==> config.mk <==
export PLATFORM = sky130hd
export DESIGN_NAME = mac_seq_ctrl
export DESIGN_NICKNAME = d
export VERILOG_FILES = /design/src/rtl/mac_pkg.sv /design/src/rtl/mac_vld_pipe.sv /design/src/rtl/mac_seq_ctrl.sv
export SDC_FILE = /design/constraint.sdc
export NUM_CORES = 1
export LEC_CHECK = 0
export BUFFER_PORTS_ARGS = -buffer_cell sky130_fd_sc_hd__buf_2
export CORE_ASPECT_RATIO = 0.9
export CORE_MARGIN = 2
export CORE_UTILIZATION = 54
export DETAILED_ROUTE_END_ITERATION = 7
export GPL_TIMING_DRIVEN = 0
export PLACE_DENSITY_LB_ADDON = 0.08
export SLEW_MARGIN = 20
export SYNTH_ARGS = -nofsm -noshare
export SYNTH_HDL_FRONTEND = slang
export SYNTH_SLANG_ARGS = --single-unit
export TNS_END_PERCENT = 50
==> constraint.sdc <==
create_clock -name clk -period 3.9 [get_ports clk]
set_input_delay 0.195 -clock clk [delete_from_list [all_inputs] [get_ports clk]]
set_output_delay 0.195 -clock clk [all_outputs]
set_load 0.03 [all_outputs]
==> src/rtl/mac_pkg.sv <==
// mac_pkg: shared state enum, default sizes and datapath types for the MAC sequencer
package mac_pkg;
  localparam int DW      = 16;
  localparam int ACC_W   = 40;
  localparam int CNT_W   = 8;
  localparam int MUL_LAT = 1;
  typedef enum logic [1:0] {IDLE, RUN, DRAIN, DONE} state_e;
  typedef logic [2*DW-1:0]  prod_t;
  typedef logic [ACC_W-1:0] acc_t;
endpackage

==> src/rtl/mac_vld_pipe.sv <==
// mac_vld_pipe: in-flight valid shift register tracking issued multiplier operations
module mac_vld_pipe #(
  parameter int LAT = mac_pkg::MUL_LAT
) (
  input  logic clk,
  input  logic rst_n,
  input  logic vld_i,
  output logic tail_o,
  output logic empty_o
);
  logic [LAT-1:0] pipe_q, pipe_d;
  // shift new issues in at the head; tail marks a product present on mul_p this cycle,
  // empty means nothing remains in flight after this cycle
  always_comb begin
    pipe_d  = LAT'({pipe_q, vld_i});
    tail_o  = pipe_q[LAT-1];
    empty_o = pipe_d == '0;
  end
  // in-flight register; reset discards anything outstanding
  always_ff @(posedge clk or negedge rst_n) begin
    if (!rst_n) pipe_q <= '0;
    else        pipe_q <= pipe_d;
  end
endmodule

==> src/rtl/mac_seq_ctrl.sv <==
// mac_seq_ctrl: operand sequencer and dot-product accumulator for the pipelined multiplier
// Define MAC_SAT_EN to clamp the accumulator to all-ones on overflow instead of wrapping.
module mac_seq_ctrl #(
  parameter int DW      = mac_pkg::DW,
  parameter int ACC_W   = mac_pkg::ACC_W,
  parameter int CNT_W   = mac_pkg::CNT_W,
  parameter int MUL_LAT = mac_pkg::MUL_LAT
) (
  input  logic              clk,
  input  logic              rst_n,
  input  logic              start,
  input  logic [CNT_W-1:0]  len,
  output logic              busy,
  input  logic              in_valid,
  output logic              in_ready,
  input  logic [DW-1:0]     in_a,
  input  logic [DW-1:0]     in_b,
  output logic [DW-1:0]     mul_a,
  output logic [DW-1:0]     mul_b,
  output logic              mul_vld,
  input  logic [2*DW-1:0]   mul_p,
  output logic              res_valid,
  input  logic              res_ready,
  output logic [ACC_W-1:0]  res_data,
  output logic              ovf
);
  import mac_pkg::*;
  state_e state_q, state_d;
  logic [CNT_W-1:0] len_q, iss_q, iss_d, ret_q, ret_d;
  logic [ACC_W-1:0] acc_q, acc_d;
  logic [ACC_W:0]   sum;
  logic [DW-1:0]    mul_a_q, mul_b_q;
  logic ovf_q, ovf_d, mul_vld_q, accept, start_ok, tail, empty;

  mac_vld_pipe #(.LAT(MUL_LAT)) u_pipe (
    .clk    (clk),
    .rst_n  (rst_n),
    .vld_i  (mul_vld_q),
    .tail_o (tail),
    .empty_o(empty)
  );

  // state register
  always_ff @(posedge clk or negedge rst_n) begin
    if (!rst_n) state_q <= IDLE;
    else        state_q <= state_d;
  end

  // next state; DRAIN exits on the cycle the final product is absorbed
  always_comb begin
    state_d = state_q;
    case (state_q)
      IDLE:    state_d = start ? (len == '0 ? DONE : RUN) : IDLE;
      RUN:     state_d = iss_d == len_q ? DRAIN : RUN;
      DRAIN:   state_d = ret_d == len_q && empty ? DONE : DRAIN;
      DONE:    state_d = res_ready ? IDLE : DONE;
      default: state_d = IDLE;
    endcase
  end

  // handshake, status and result outputs
  always_comb begin
    busy      = state_q != IDLE;
    in_ready  = state_q == RUN && iss_q < len_q;
    res_valid = state_q == DONE;
    accept    = in_valid && in_ready;
    start_ok  = state_q == IDLE && start;
    mul_vld   = mul_vld_q;
    mul_a     = mul_a_q;
    mul_b     = mul_b_q;
    res_data  = acc_q;
    ovf       = ovf_q;
  end

  // counter advance and accumulation of the returned, zero-extended product
  always_comb begin
    iss_d = iss_q + CNT_W'(accept);
    ret_d = ret_q + CNT_W'(tail);
    sum   = {1'b0, acc_q} + (ACC_W+1)'(mul_p);
`ifdef MAC_SAT_EN
    acc_d = tail ? (sum[ACC_W] ? '1 : sum[ACC_W-1:0]) : acc_q;
`else
    acc_d = tail ? sum[ACC_W-1:0] : acc_q;
`endif
    ovf_d = ovf_q | (tail & sum[ACC_W]);
  end

  // issue registers, counters and accumulator; start clears the job context
  always_ff @(posedge clk or negedge rst_n) begin
    if (!rst_n) begin
      mul_vld_q <= 1'b0;
      mul_a_q   <= '0;
      mul_b_q   <= '0;
      len_q     <= '0;
      iss_q     <= '0;
      ret_q     <= '0;
      acc_q     <= '0;
      ovf_q     <= 1'b0;
    end else begin
      mul_vld_q <= accept;
      mul_a_q   <= accept ? in_a : mul_a_q;
      mul_b_q   <= accept ? in_b : mul_b_q;
      len_q     <= start_ok ? len : len_q;
      iss_q     <= start_ok ? '0 : iss_d;
      ret_q     <= start_ok ? '0 : ret_d;
      acc_q     <= start_ok ? '0 : acc_d;
      ovf_q     <= ~start_ok & ovf_d;
    end
  end
endmodule

Yosys cells after proc, flatten, opt, wreduce, memory -nomap -nowiden
Index checks and enable logic that the tools add are counted.
- eq/ne operators: 5
- reduce and logical (&&, ||, !) cells: 8
- $lt $le $gt $ge: 1
- bitwise operators: 5
- mux-type cells: 10
- add/sub/neg operators: 3
- operator list (kind ; count):
    $mux W40 ; 2
    $add A40 B32 Y41 ; 1
    $add A8 B1 Y8 ; 2
    $eq A8 B8 Y1 ; 2
    $mux W8 ; 2
    $logic_not A8 Y1 ; 1
    $lt A8 B8 Y1 ; 1
    $mux W2 ; 4
    $pmux W2 S4 ; 1
    $eq A2 B2 Y1 const B ; 2
    $logic_and A1 B1 Y1 ; 4
    $reduce_bool A2 Y1 ; 2
    $and A1 B1 Y1 ; 2
    $eq A2 B1 Y1 const B ; 1
    $logic_not A2 Y1 ; 1
    $not A1 Y1 ; 2
    $mux W1 ; 1
    $or A1 B1 Y1 ; 1
- word-level logic and storage cells: 42
- input port bits: 77
- flip-flop bits (word level): 101
- output and inout port bits: 77

Depth between registers and ports, before layout
Gate-level depths: netlist of run 1.
- depth after elaboration: 7
- gate-level depth with buffers: 20
- depth with buffers taken out: 19

Modules after synthesis
A second synthesis of run 1 with hierarchy kept.
- cell total of the unflattened synthesis: 638
- area, all modules: 6368.6 µm²
- modules (own cells, without submodules) (module ; sequential area each (µm²) ; cells an instance ; area each (µm²) ; instances):
    mac_seq_ctrl ; 2502.4 ; 636 ; 6339.8 ; 1
    mac_vld_pipe ; 25.0 ; 2 ; 28.8 ; 1

Worst setup path after synthesis of run 1
Ideal clock, no wire load.
- path kind: register -> register
- start point: register len_q[1]
- end point: register state_q[0]
- arrival: 3.609 ns
- stages on the path, launching flop included: 21
- library setup time: 0.123 ns
- period minus slack after synthesis: 3.732 ns
- required time: 3.777 ns
- buffers on the path: 1
- setup slack: 0.168 ns
- path through: dfrtp_1 -> inv_1 -> ha_1 -> a21o_1 -> a21o_1 -> a211oi_1 -> o21ai_1 -> o211ai_1 -> nand2_1 -> buf_1 -> inv_1 -> ha_1 -> ha_1 -> nand3_1 -> xor2_1 -> xnor2_1 -> nand4_1 -> nor4_1 -> a31oi_1 -> o22ai_1 -> nand2_1
- cells in the longest elaborated chain, start to end: 7
- elaborated cells on any way between the ends: 10
- classes of those cells: add/sub (1); order compare (1); eq/ne (2); mux (3); reduce/logical (3)
- RTL lines (what ; RTL line ; source):
    from (decl) ; mac_seq_ctrl.sv:29 ; logic [CNT_W-1:0] len_q, iss_q, iss_d, ret_q, ret_d;
    from (signal assigned) ; mac_seq_ctrl.sv:103 ; len_q <= start_ok ? len : len_q;
    $lt A8 B8 Y1 ; mac_seq_ctrl.sv:64 ; in_ready = state_q == RUN && iss_q < len_q;
    $logic_and A1 B1 Y1 ; mac_seq_ctrl.sv:64 ;
    named net in_ready ; mac_seq_ctrl.sv:15 ; output logic in_ready,
    $logic_and A1 B1 Y1 ; mac_seq_ctrl.sv:66 ; accept = in_valid && in_ready;
    named net accept ; mac_seq_ctrl.sv:33 ; logic ovf_q, ovf_d, mul_vld_q, accept, start_ok, tail, empty;
    $add A8 B1 Y8 ; mac_seq_ctrl.sv:77 ; iss_d = iss_q + CNT_W'(accept);
    $eq A8 B8 Y1 ; mac_seq_ctrl.sv:54 ; RUN: state_d = iss_d == len_q ? DRAIN : RUN;
    $mux W2 ; mac_seq_ctrl.sv:54 ;
    $pmux W2 S4 ; mac_seq_ctrl.sv:52 ; case (state_q)
    named net state_d[0] ; mac_seq_ctrl.sv:28 ; state_e state_q, state_d;
    to (signal assigned) ; mac_seq_ctrl.sv:46 ; else state_q <= state_d;
    to (decl) ; mac_seq_ctrl.sv:28 ;
The timed path passes the listed nets, and every way through them passes these cells.
A chain may end at the register's enable or synchronous reset.

Worst setup path after layout of run 1
- start point: register len_q[1]
- end point: register state_q[0]
- cells in the longest elaborated chain, start to end: 7
- elaborated cells on any way between the ends: 10
- classes of those cells: add/sub (1); order compare (1); eq/ne (2); mux (3); reduce/logical (3)
- RTL lines (what ; RTL line):
    $lt A8 B8 Y1 ; mac_seq_ctrl.sv:64
    $logic_and A1 B1 Y1 ; mac_seq_ctrl.sv:64
    $logic_and A1 B1 Y1 ; mac_seq_ctrl.sv:66
    named net accept ; mac_seq_ctrl.sv:33
    $add A8 B1 Y8 ; mac_seq_ctrl.sv:77
    $eq A8 B8 Y1 ; mac_seq_ctrl.sv:54
    $mux W2 ; mac_seq_ctrl.sv:54
    $pmux W2 S4 ; mac_seq_ctrl.sv:52
    named net state_d[0] ; mac_seq_ctrl.sv:28
The timed path passes the listed nets, and every way through them passes these cells.

==> impl.org, run 1 <==
** STA
- Slew at the pin with the worst max-slew slack :: 0.794 ns
- Post-route clock period utilization :: 0.943
- Headroom to the max-slew limit came out at 0.470.
- Subtracting the final worst setup slack from the clock period gives 3.68 ns.
- Number of hold violations in the final report :: 0
- Setup violations remaining at the end of the flow were counted as 0.
- For this run, the top clock speed supported by timing is 272 MHz.
- The number of slew-limit violations in the final report is 0.
- Between clock sinks in the finished design, the worst skew comes to 0.00885 ns.

** Worst setup path
- The largest individual stage delay along the critical path comes from the cell dfrtp_1.
- FF-to-FF setup slack :: 0.22 ns
- FF-to-FF Start :: len_q[1]
- WS Path Type :: reg2reg
- Setup crit start :: len_q[1]
- STA classifies the critical path startpoint as a register.
- Endpoint class of the critical path :: register
- Most repeated library cell on the critical path :: ha_1
- For the worst flop-to-flop path, the logic depth is 19.
- Worst path top cell family by delay :: compound AO/OA/AOI/OAI gates
- For the worst setup path, the data arrival time is 3.92 ns.
- Maximum fanout count along the critical path :: 4
- Critical path's largest stage delay :: 0.41 ns
- Crit path required time :: 4.14 ns
- Worst-path cell chain :: inv_1, ha_1, a21o_1, a21o_1, a211oi_1, o21ai_1, o211ai_1, nand2_4, inv_1, ha_1, ha_1, nand3_1, xor2_2, xnor2_1, nand4_1, nor4_1, a31oi_1, o22ai_1, nand2_1
- The endpoint identified for the worst register-to-register timing path is state_q[0].
- The number of buffers and inverters on the critical path is 2.

** CTS
- Clock buffer count from CTS :: 9
- Insertion delay of the later-clocked pin in the worst-skew pair :: 0.36 ns
- Buffer depth of the longest clock path :: 2
- Clock H-tree levels :: 3
- Clock-pin slew was measured on the worst setup and hold paths at 0.07 ns.
- TritonCTS built the clock tree.
- Clock tree synthesis found a total of 101 sinks.
- Clock tree synthesis selected as its root buffer the cell clkbuf_16.

** Detailed routing
- Dividing the detail-routed wire length by the instance count gives 16.4 microns.
- In the routed design, unresolved DRC markers number 0.
- After detailed routing, the number of vias per cell comes to 5.70.
- The count of nets left with antenna violations once routing finished came out at 0.
- Number of detailed-route iterations in the first pass :: 5
- For this block, the initial DRC count from the detailed router was 292.
- Vias after detailed routing :: 5572
- Routed Wire Length :: 16100 microns

** Synth
- The complex-gate fraction of the synthesized area is 0.158.
- Counting distinct cell types in the post-synthesis netlist gives 66.
- Of the post-synthesis cell area, the dominant cell type holds 0.406.
- In the post-synthesis netlist, the biggest area contributors are dfrtp_1 41%, ha_1 8.6%, mux2_2 5.8%.
- Each instance of the synthesized netlist takes up on average 9.58 sq um.
- Fraction of registers with async set/reset :: 1.00
- Post-synth EDFFs :: 0
- Of the total synthesized cell area, the portion taken by AND, OR, NAND and NOR gates is 0.169.
- The synthesized design spends more area on one cell type than any other, namely dfrtp_1.
- Combinational family with the most area after synthesis :: simple AND/OR/NAND/NOR gates
- The share of the Yosys chip area taken by registers is 0.406.
- Of the post-synthesis cell area, the part taken by muxes is 0.0812.
- Synthesis produced 650 cells.
- Of the total synthesized cell area, the portion taken by XOR and XNOR cells is 0.0633.
- Netlist area before placement :: 6220 sq um
- In the synthesized netlist the dominant register cell turns out to be dfrtp_1.
- Yosys warns :: 0
- Of the total synthesized cell area, the portion taken by full adders, half adders and majority gates is 0.0896.
- Net Count, Synth :: 771
- Number of storage elements in the synthesis netlist :: 101

** Global route
- The number of global-route vias before repair came to 5381.
- Summed over all layers, the global routing overflow is 0.
- The initial antenna violation count was 0.
- First-pass GRT wire length :: 25900 microns
- Pin count of the biggest net entering global routing :: 83
- In the global route stage, overall resource usage came out at 0.267.

** Final layout
- Total Nets Final :: 939
- Leaving out fill and tap cells, the most frequent cell in the layout is buf_2.
- 0 antenna diodes ended up in the layout.
- Non-filler instance count after layout :: 978
- In the layout the commonest cells are 152 x buf_2, 101 x dfrtp_1, 64 x nor2_1.
- Ratio of cells with drive above 1 in the final layout :: 0.281
- Area growth from synthesis to layout :: 21.1%

** Power and ir drop
- Pwr/cell area :: 744 nW/um^2
- The worst-case IR drop observed on VDD is 0.000451 V.
- The analysis attributes to cell leakage a power of 0.00361 uW.
- Power comes to 5610 uW.

** Place
- Placed Cells :: 960
- Routability-driven placement congestion ratio :: 0.929
- The wire-length estimate of the detail-placed layout is 12000 microns.
- Buffers placed on the I/O ports in this run total 153.

** Outcome
- Result of the run :: complete, no violations

** Worst hold path
- Hold/Removal Path Class :: in2reg
- Hold endpoint :: state_q[1]
- The worst hold path passes through 2 cells.
- The worst hold path begins at res_ready.

** Floorplan
- Full die area :: 12400 sq um
- In this run the horizontal extent of the chip is 117 microns.
- Vertical die dimension :: 106 microns
- In this run the standard cell core region covers 11300 sq um.
- For this configuration, the core starts out at a cell density of 0.549.
- Pin placement for this block handled 154 I/O pins.
- The floorplan has 37 rows.

** Job
- Max-cap check violation count :: 0
==> final cells by class <==
type                    count  area [sq um]
fillers                   972          3800
multi-input cells         503          3510
flip-flops and latches    101          2530
repair buffers            158           832
clock buffers              11           243
well taps                 156           195
plain buffers              22           113
inverters                  23          86.3
clock inverters             4          31.3
==> how the worst max path moves through the flow <==
| stage | cells after the start | slack (ns) | endpoint |
|---|---|---|---|
| floorplan | 20 | 0.17 | state_q[0] |
| CTS | 20 | 0.008 | state_q[0] |
| global placement | 20 | -0.14 | state_q[0] |
| finish | 19 | 0.22 | state_q[0] |
| detailed placement | 20 | -0.10 | state_q[0] |
| global route | 19 | -0.03 | state_q[0] |
==> per-stage QoR <==
step	utilization	setup TNS, ns	cell area (sq um)	worst slack [ns]	hold slack, ns
3_5_place_dp	0.637	-0.144	7220	-0.104	0.0544
5_1_grt	0.665	-0.0278	7540	-0.0278	0.0412
4_1_cts	0.662	0	7510	0.00753	0.0417
6_report	0.665	0	7540	0.223	0.0570
3_3_place_gp	0.634	-0.187	7190	-0.135	0.404
2_1_floorplan	-	0	6220	0.168	-0.101
==> timing repair <==
action	in CTS	in global routing
hold buffers	1	0
endpoints found under the hold margin	19	0
setup endpoints to repair	2	2
buffers inserted	0	3
cloned	0	0
resized for setup	2	2
pin swaps	0	2
==> state kept, by name, indices dropped and copies added, names as in the netlist <==
register,flops
iss_q,8
len_q,8
mul_a,16
mul_b,16
mul_vld,1
ovf,1
res_data,40
ret_q,8
state_q,2
u_pipe.tail_o,1
==> synthesized netlist by cell type, drive strengths merged (13+ instances only) <==
cell / number
a21o: 13
nor2: 64
inv: 22
nand2: 54
clkbuf: 16
nand3: 28
mux2: 33
dfrtp: 101
mux2i: 13
a21oi: 43
xor2: 17
nor3: 17
ha: 43
o21ai: 42
xnor2: 28
==> kinds of logic (layout without fill, tap and decap cells) <==
family,count (synthesis),after routing
AO/OA/AOI/OAI,149,149
XOR/XNOR,45,45
adder cells (fa/ha/maj),44,44
buffers and inverters,46,218
flip-flops,101,101
multiplexers,46,46
AND/OR/NAND/NOR,219,219
==> metal layers <==
| metal | GRT usage | share of wire |
|---|---|---|
| met2 | 0.411 | 0.46 |
| met4 | 0.0815 | 0.019 |
| met5 | 0 | 0 |
| met1 | 0.363 | 0.45 |
| met3 | 0.0765 | 0.073 |
==> where the power goes <==
group | switching (uW) | internal, uW | leakage (uW)
registers | 272 | 1370 | 0.00117
clock network | 408 | 452 | 0.000136
logic | 1890 | 1210 | 0.00230
total | 2570 | 3030 | 0.00361
No activity file was read; power rests on OpenSTA's default activity.
==> run 2, diff against run 1 <==
- ABC_AREA: unset -> 1
- CORE_UTILIZATION: 54 -> 56
==> impl.org, run 2 <==
** Worst setup path
- Data on the critical path arrives at its endpoint at 3.38 ns.
- Maximum fanout count along the critical path :: 11
- At the worst endpoint, the required time is 4.13 ns.
- In this design, the stage delay of the slowest critical-path cell is 0.42 ns.
- Counting stages on the worst path, the most repeated cell is nand2_1.
- The worst setup path is launched from a register.
- Cell with the largest stage delay on the worst path :: dfrtp_1
- Endpoint class of the critical path :: register
- WS Path Type :: reg2reg

** STA
- Setup repair after global routing missed its margin :: no
- Post-route clock period utilization :: 0.806
- Static timing analysis puts the maximum clock frequency at 318 MHz.
- The number of slew-limit violations in the final report came to 0.
- Final Worst Setup Slack :: 0.758 ns
- Shortest clock period the worst path allows after layout :: 3.14 ns
- On the final layout, the worst clock skew is 0.00663 ns.
- Setup total negative slack on the finished layout was measured at 0 ns.
- Number of hold violations in the final report :: 0
- Slew at the pin with the worst max-slew slack :: 0.594 ns
- Setup violations remaining at the end of the flow were counted as 0.
- Relative slew slack :: 0.604

** Final layout
- Final-layout fill cell count :: 1196
- Max reg flops :: 40
- Most common cell after layout, fill and taps aside :: nand2_1
- At the end of the flow the core is filled with cells to 0.671.
- For this run, the post-layout net count is 1372.
- The finished layout holds 1420 standard cells, fillers aside.
- In the layout the commonest cells are 437 x nand2_1, 161 x buf_2, 155 x inv_1.
- Ratio of cells with drive above 1 in the final layout :: 0.166
- The number of antenna diodes in the final layout is 0.
- Compared with the post-synthesis result, the final layout area differs by 18.5%.

** CTS
- After clock tree synthesis, the setup repair step added 0 buffers.
- Clock buffer count from CTS :: 9
- After clock tree synthesis, the repair step resized 0 gates.
- Insertion delay of the later-clocked pin in the worst-skew pair :: 0.36 ns
- The tree built by TritonCTS fans out to 101 sinks.
- No sink is reached through more buffers than the 2 on the longest clock path.
- CTS placed an instance of clkbuf_16 at the clock tree root.
- Register clock-pin slew on the reported worst setup and hold paths :: 0.07 ns
- Clock H-tree levels :: 3
- TritonCTS built the clock tree.

** Place
- Counting tap cells, the placed design contains a total of 1403 instances.
- Routability-driven placement congestion ratio :: 0.944
- During placement, the flow inserted port buffers numbering 153.
- Detailed placement finished with a half-perimeter wire length of 14500 microns.
- At the placement stage, the worst setup path has a slack of 0.775 ns.

** Synth
- After synthesis, the share of flip-flops with an asynchronous set or reset is 1.00.
- By area the synthesized netlist is led by dfrtp_1 36%, nand2_1 23%, inv_1 8.2%.
- Post-synthesis cell count :: 1085
- The commonest cells after synthesis are 437 x nand2_1, 155 x inv_1, 106 x nor2_1.
- Syn avg cell area :: 6.54 sq um
- Most frequently used flop master after synthesis :: dfrtp_1
- In this run, synthesis produced a sequential element count of 101.
- The largest total area in the synthesized netlist belongs to dfrtp_1.
- Number of unique standard cell types used by synthesis :: 41
- Of the synthesized area, sequential elements account for 0.356.
- Yosys warns :: 0
- Net Count, Synth :: 1206
- Netlist area before placement :: 7100 sq um
- Of the post-synthesis cell area, the dominant cell type holds 0.356.
- The synthesized design contains 0 enable-type register cells.
- The most common cell in the synthesized netlist is nand2_1.

** Power and ir drop
- Pwr/cell area :: 798 nW/um^2
- The analysis attributes to cell leakage a power of 0.00497 uW.
- Maximum resistive drop on vdd :: 0.000561 V

** Outcome
- Result of the run :: complete, no violations

** Detailed routing
- Post-DR vias/cell :: 5.02
- Number of detailed-route iterations in the first pass :: 5
- DRC viols :: 0
- Routed Wire Length :: 18400 microns
- The routed layout has 7130 vias.
- Dividing the detail-routed wire length by the instance count gives 13.0 microns.
- Drt initial violations :: 428
- Count of antenna-violating nets left after detailed routing :: 0

** Floorplan
- Number of cell rows :: 39
- The initial utilization of the core area, before any placement, comes to 0.566.
- 154 I/O pins were placed.
- Vertical die dimension :: 111 microns
- In this run the horizontal extent of the chip is 123 microns.
- Floorplan core area :: 12500 sq um
- Full die area :: 13600 sq um

** Worst hold path
- Hold/Removal Path Class :: in2reg

** Global route
- Overall routing resource usage :: 0.286
- The first global-routing pass estimated 30900 microns of wire.
- Number of antenna violations at the first check in global routing :: 0
- GRT overflow :: 0
- Entering global routing, the biggest net connects 63 pins.
- The number of global-route vias before repair was 6709.

** Job
- Max-cap check violation count :: 0
## run 2: changes by cell type after synthesis, sizes merged, moves of 11 or more
cell / previous run / this run
nand2: 54 / 449
mux2i: 13 / 0
xnor2: 28 / 4
a21o: 13 / 1
nand3: 28 / 55
nor2: 64 / 109
clkbuf: 16 / 5
inv: 22 / 159
mux2: 33 / 0
## run 2: per-stage QoR
step / instance area [sq um] / hold slack, ns / power (uW)
floorplan: 7100 / -0.101 / 4680
global placement: 8070 / 0.388 / 5690
detailed placement: 8110 / 0.135 / 5780
CTS: 8420 / 0.0129 / 6720
global route: 8420 / 0.0214 / 7310
finish: 8420 / 0.0219 / 6710
## run 2: worst paths after layout
check                           slack, ns  depth (start not counted)      from       endpoint
worst min-delay path                 0.02                          3   in_b[2]       mul_b[2]
worst max register to register       0.76                         25  len_q[1]     state_q[0]
min in group asynchronous            0.31                          2     rst_n       iss_q[2]
worst max-delay path                 0.76                         25  len_q[1]     state_q[0]
worst min register to register       0.44                          0   mul_vld  u_pipe.tail_o
max in group asynchronous            2.97                          3     rst_n   res_data[30]
## run 2: routing by layer
| metal | up-vias | GRT usage | wire length [microns] |
|---|---|---|---|
| met5 | - | 0 | 0 |
| met4 | 0 | 0.0881 | 440 |
| met3 | 36 | 0.0633 | 1140 |
| met2 | 200 | 0.471 | 8510 |
| met1 | 3197 | 0.373 | 8330 |
| li1 | 3697 | - | - |
## run 2: cell type report
class | count | area (sq um) | share of cell area
buffer | 17 | 106 | 0.0126
clock buffer | 10 | 239 | 0.0284
clock inverter | 6 | 61.3 | 0.00729
inverter | 160 | 603 | 0.0717
multi-input combinational | 807 | 3860 | 0.459
sequential | 101 | 2530 | 0.300
tap | 164 | 205 | 0.0244
timing repair buffer | 155 | 810 | 0.0962
## run 2: report_power, final
part | internal [uW] | switching (uW) | total, uW | leakage, uW
logic | 1270 | 2710 | 3980 | 0.00355
clock network | 468 | 453 | 921 | 0.000145
registers | 1480 | 327 | 1810 | 0.00127
total | 3220 | 3490 | 6710 | 0.00497
## run 2: worst max-delay path: cells and delay by family, from the launching register on
family	cells	cell delay [ns]
compound gates	2	0.20
fa+ha+maj	3	0.66
buf+inv	6	0.62
flops	1	0.42
simple gates	14	1.14
## run 2: logic make-up (layout without fill, tap and decap cells)
family,count (synthesis),count (layout),synth area share
and+or+nand+nor,644,644,0.367
buffers and inverters,177,348,0.0999
AOI/OAI and AO/OA,107,107,0.0814
DFF,101,101,0.356
adders and majority gates,44,44,0.0786
xor gates and xnor gates,12,12,0.0167
## run 2: what timing repair did
action                                 4_1_cts  5_1_grt
hold buffers                                 1        0
endpoints found under the hold margin       39        0
setup endpoints to repair                    0        0
==> run 3, diff against run 2 <==
- CORE_UTILIZATION: 56 -> 50
- clock period: 3.9 -> 2.6 ns (I/O delays scaled with it)
==> impl.org, run 3 (same netlist as run 2, synthesis figures left out) <==
** Worst setup path
- Maximum fanout count along the critical path :: 5
- Broken down by cell family, the worst path's largest delay share belongs to simple AND/OR/NAND/NOR gates.
- Launching element type of the critical path :: register
- At the worst endpoint, the required time is 2.84 ns.
- Number of gates on the worst path with buffers counted :: 20
- Count of cells along the worst register-to-register path :: 20
- The setup path with the least slack is of type reg2reg.
- In this design, the stage delay of the slowest critical-path cell is 0.39 ns.
- Cell with the largest stage delay on the worst path :: dfrtp_1
- The worst setup path is captured at a register.
- The critical path goes through inv_2, ha_4, a21oi_2, nand2_1, a21oi_2, nand2_2, inv_4, nand2_8, inv_8, ha_4, ha_4, nand2_4, o21bai_1, nand2_1, nand2_1, nand3_1, nor2_1, nand3_1, nand2_1, nand4_1.
- For the worst setup path, the data arrival time is 2.83 ns.
- The critical path contains buffers and inverters numbering 3 combined.
- Most repeated library cell on the critical path :: nand2_1

** CTS
- The clock reaches the later pin of the worst-skew pair after 0.37 ns.
- Clock-pin slew was measured on the worst setup and hold paths at 0.08 ns.
- Buffers inserted during clock tree synthesis total 9.
- TritonCTS built the clock tree.
- The H-tree was split into 3 levels.
- Buffer type at the clock tree root :: clkbuf_16
- Buffer depth of the longest clock path :: 2
- Clock net sink count :: 101

** Global route
- The initial antenna violation count is 0.
- The number of global-route vias before repair came to 6754.
- Entering global routing, the biggest net connects 79 pins.
- The total overflow left after global routing is 0.
- First-pass GRT wire length :: 31900 microns
- Overall routing resource usage :: 0.265

** Power and ir drop
- Maximum resistive drop on vdd :: 0.000771 V
- Summed over all cells, the static leakage comes to 0.00515 uW.
- For this design the ratio of total power to cell area is 1150 nW/um^2.

** Floorplan
- The floorplan step defined a die boundary enclosing 15200 sq um.
- The core region is 14000 sq um.
- The die is 130 microns wide.
- IO Pins :: 154
- For this configuration, the core starts out at a cell density of 0.509.
- Vertical die dimension :: 117 microns
- Number of cell rows :: 41

** Final layout
- The library cell used most frequently in the layout, excluding fill and tap cells, is nand2_1.
- Max reg flops :: 40
- Ratio of cells with drive above 1 in the final layout :: 0.180
- 0 antenna diodes ended up in the layout.
- Total Nets Final :: 1414
- Non-filler instance count after layout :: 1491
- In the layout the commonest cells are 434 x nand2_1, 161 x buf_2, 149 x inv_1.
- Relative to the synthesized area, the layout overhead comes to 26.3%.
- With fillers left out, the area of the finished cells amounts to 8960 sq um.

** Detailed routing
- Once detail routing completed, the nets flagged for antenna violations numbered 0.
- For this block, the via count after detailed routing is 7271.
- In the routed layout, each cell is associated on average with a via count of 4.88.
- Drt initial violations :: 391
- For this run, design rule violations remaining after detail routing come to 0.
- After detailed routing, the total wire length is 19500 microns.
- Number of detailed-route iterations in the first pass :: 5
- In the final routed layout, each cell accounts on average for 13.1 microns.

** STA
- Setup violations remaining at the end of the flow were counted as 0.
- Relative slew slack :: 0.602
- After layout, the minimum clock period comes to 2.59 ns.
- Of the available clock period, the critical path in the final layout requires 0.996.
- Worst-case clock skew :: 0.0136 ns
- Setup repair after global routing could not meet its margin everywhere.
- Number of hold violations in the final report :: 0
- Pins Over Slew Limit :: 0
- Final total negative setup slack :: 0 ns
- At the pin with the least slew margin, the transition time is 0.596 ns.
- Achievable Freq :: 386 MHz

** Worst hold path
- Hold/Removal Path Class :: in2reg
- The worst hold path was traced through 3 stages.

** Place
- In this run the cell area measured after placement is 8180 sq um.
- Input and output buffers added on the ports amount to 153.
- Routability-driven placement finished with a final weighted congestion of 0.951.
- Placed wire-length estimate after detailed placement :: 14700 microns
- Placed Cells :: 1432

** Outcome
- Result of the run :: complete, no violations

** Job
- Max-cap check violation count :: 0
## run 3: cell count changes in the layout (fill, tap and decap cells not counted), moves of 4 or more
cell	change
ha_4	+4
ha_1	-5
dlygate4sd3_1	+35
inv_2	+4
inv_8	+4
inv_1	-6
buf_4	+8
## run 3: repair_timing
action                                 CTS  global route
endpoints found under the hold margin  114             0
hold buffers                            36             0
gates resized for setup                 13             9
setup buffers                            7             1
setup endpoints to repair                3             3
pin swaps                                8             8
## run 3: worst paths after layout
kind                       startpoint  slack [ns]            end
setup / recovery             len_q[3]        0.01     state_q[0]
hold / removal                 len[0]        0.01       len_q[0]
setup reg to reg             len_q[3]        0.01     state_q[0]
hold reg to reg               mul_vld        0.47  u_pipe.tail_o
max in group asynchronous       rst_n        1.75      mul_a[15]
min in group asynchronous       rst_n        0.19    res_data[6]
## run 3: layer usage
layer,vias to the layer above,track usage,wire (microns)
met4,0,0.0624,258
met2,207,0.435,9000
li1,3777,-,-
met3,23,0.0573,1120
met5,-,0,0
met1,3264,0.360,9140
## run 3: report_power, final
part	internal [uW]	switching (uW)
clock	686	701
sequential	2220	507
combinational	2040	4190
total	4940	5390
## run 3: layout make-up
cell class	count	area, sq um
repair buffers	198	1220
fillers	1323	4990
inverters	160	613
flip-flops and latches	101	2530
well taps	193	241
clock inverters	7	76.3
plain buffers	16	86.3
clock buffers	9	225
multi-input cells	807	3980
## run 3: worst register-to-register path: cells and delay by family, from the launching register on
kind | cells | cell delay (ns)
buffers and inverters | 3 | 0.26
DFF | 1 | 0.39
AOI/OAI and AO/OA | 3 | 0.45
and+or+nand+nor | 11 | 0.84
adders and majority gates | 3 | 0.52
## run 3: stage by stage
step                      total power, uW  worst slack (ns)   util  hold WS, ns
after floorplan                      7050           -0.0188      -       -0.166
after global placement               8650            -0.279  0.584        0.324
after detailed placement             8720            -0.316  0.586      0.00271
after CTS                           10300           0.00546  0.639     0.000939
after global routing                11300            -0.176  0.642       0.0298
final                               10300            0.0114  0.642       0.0135
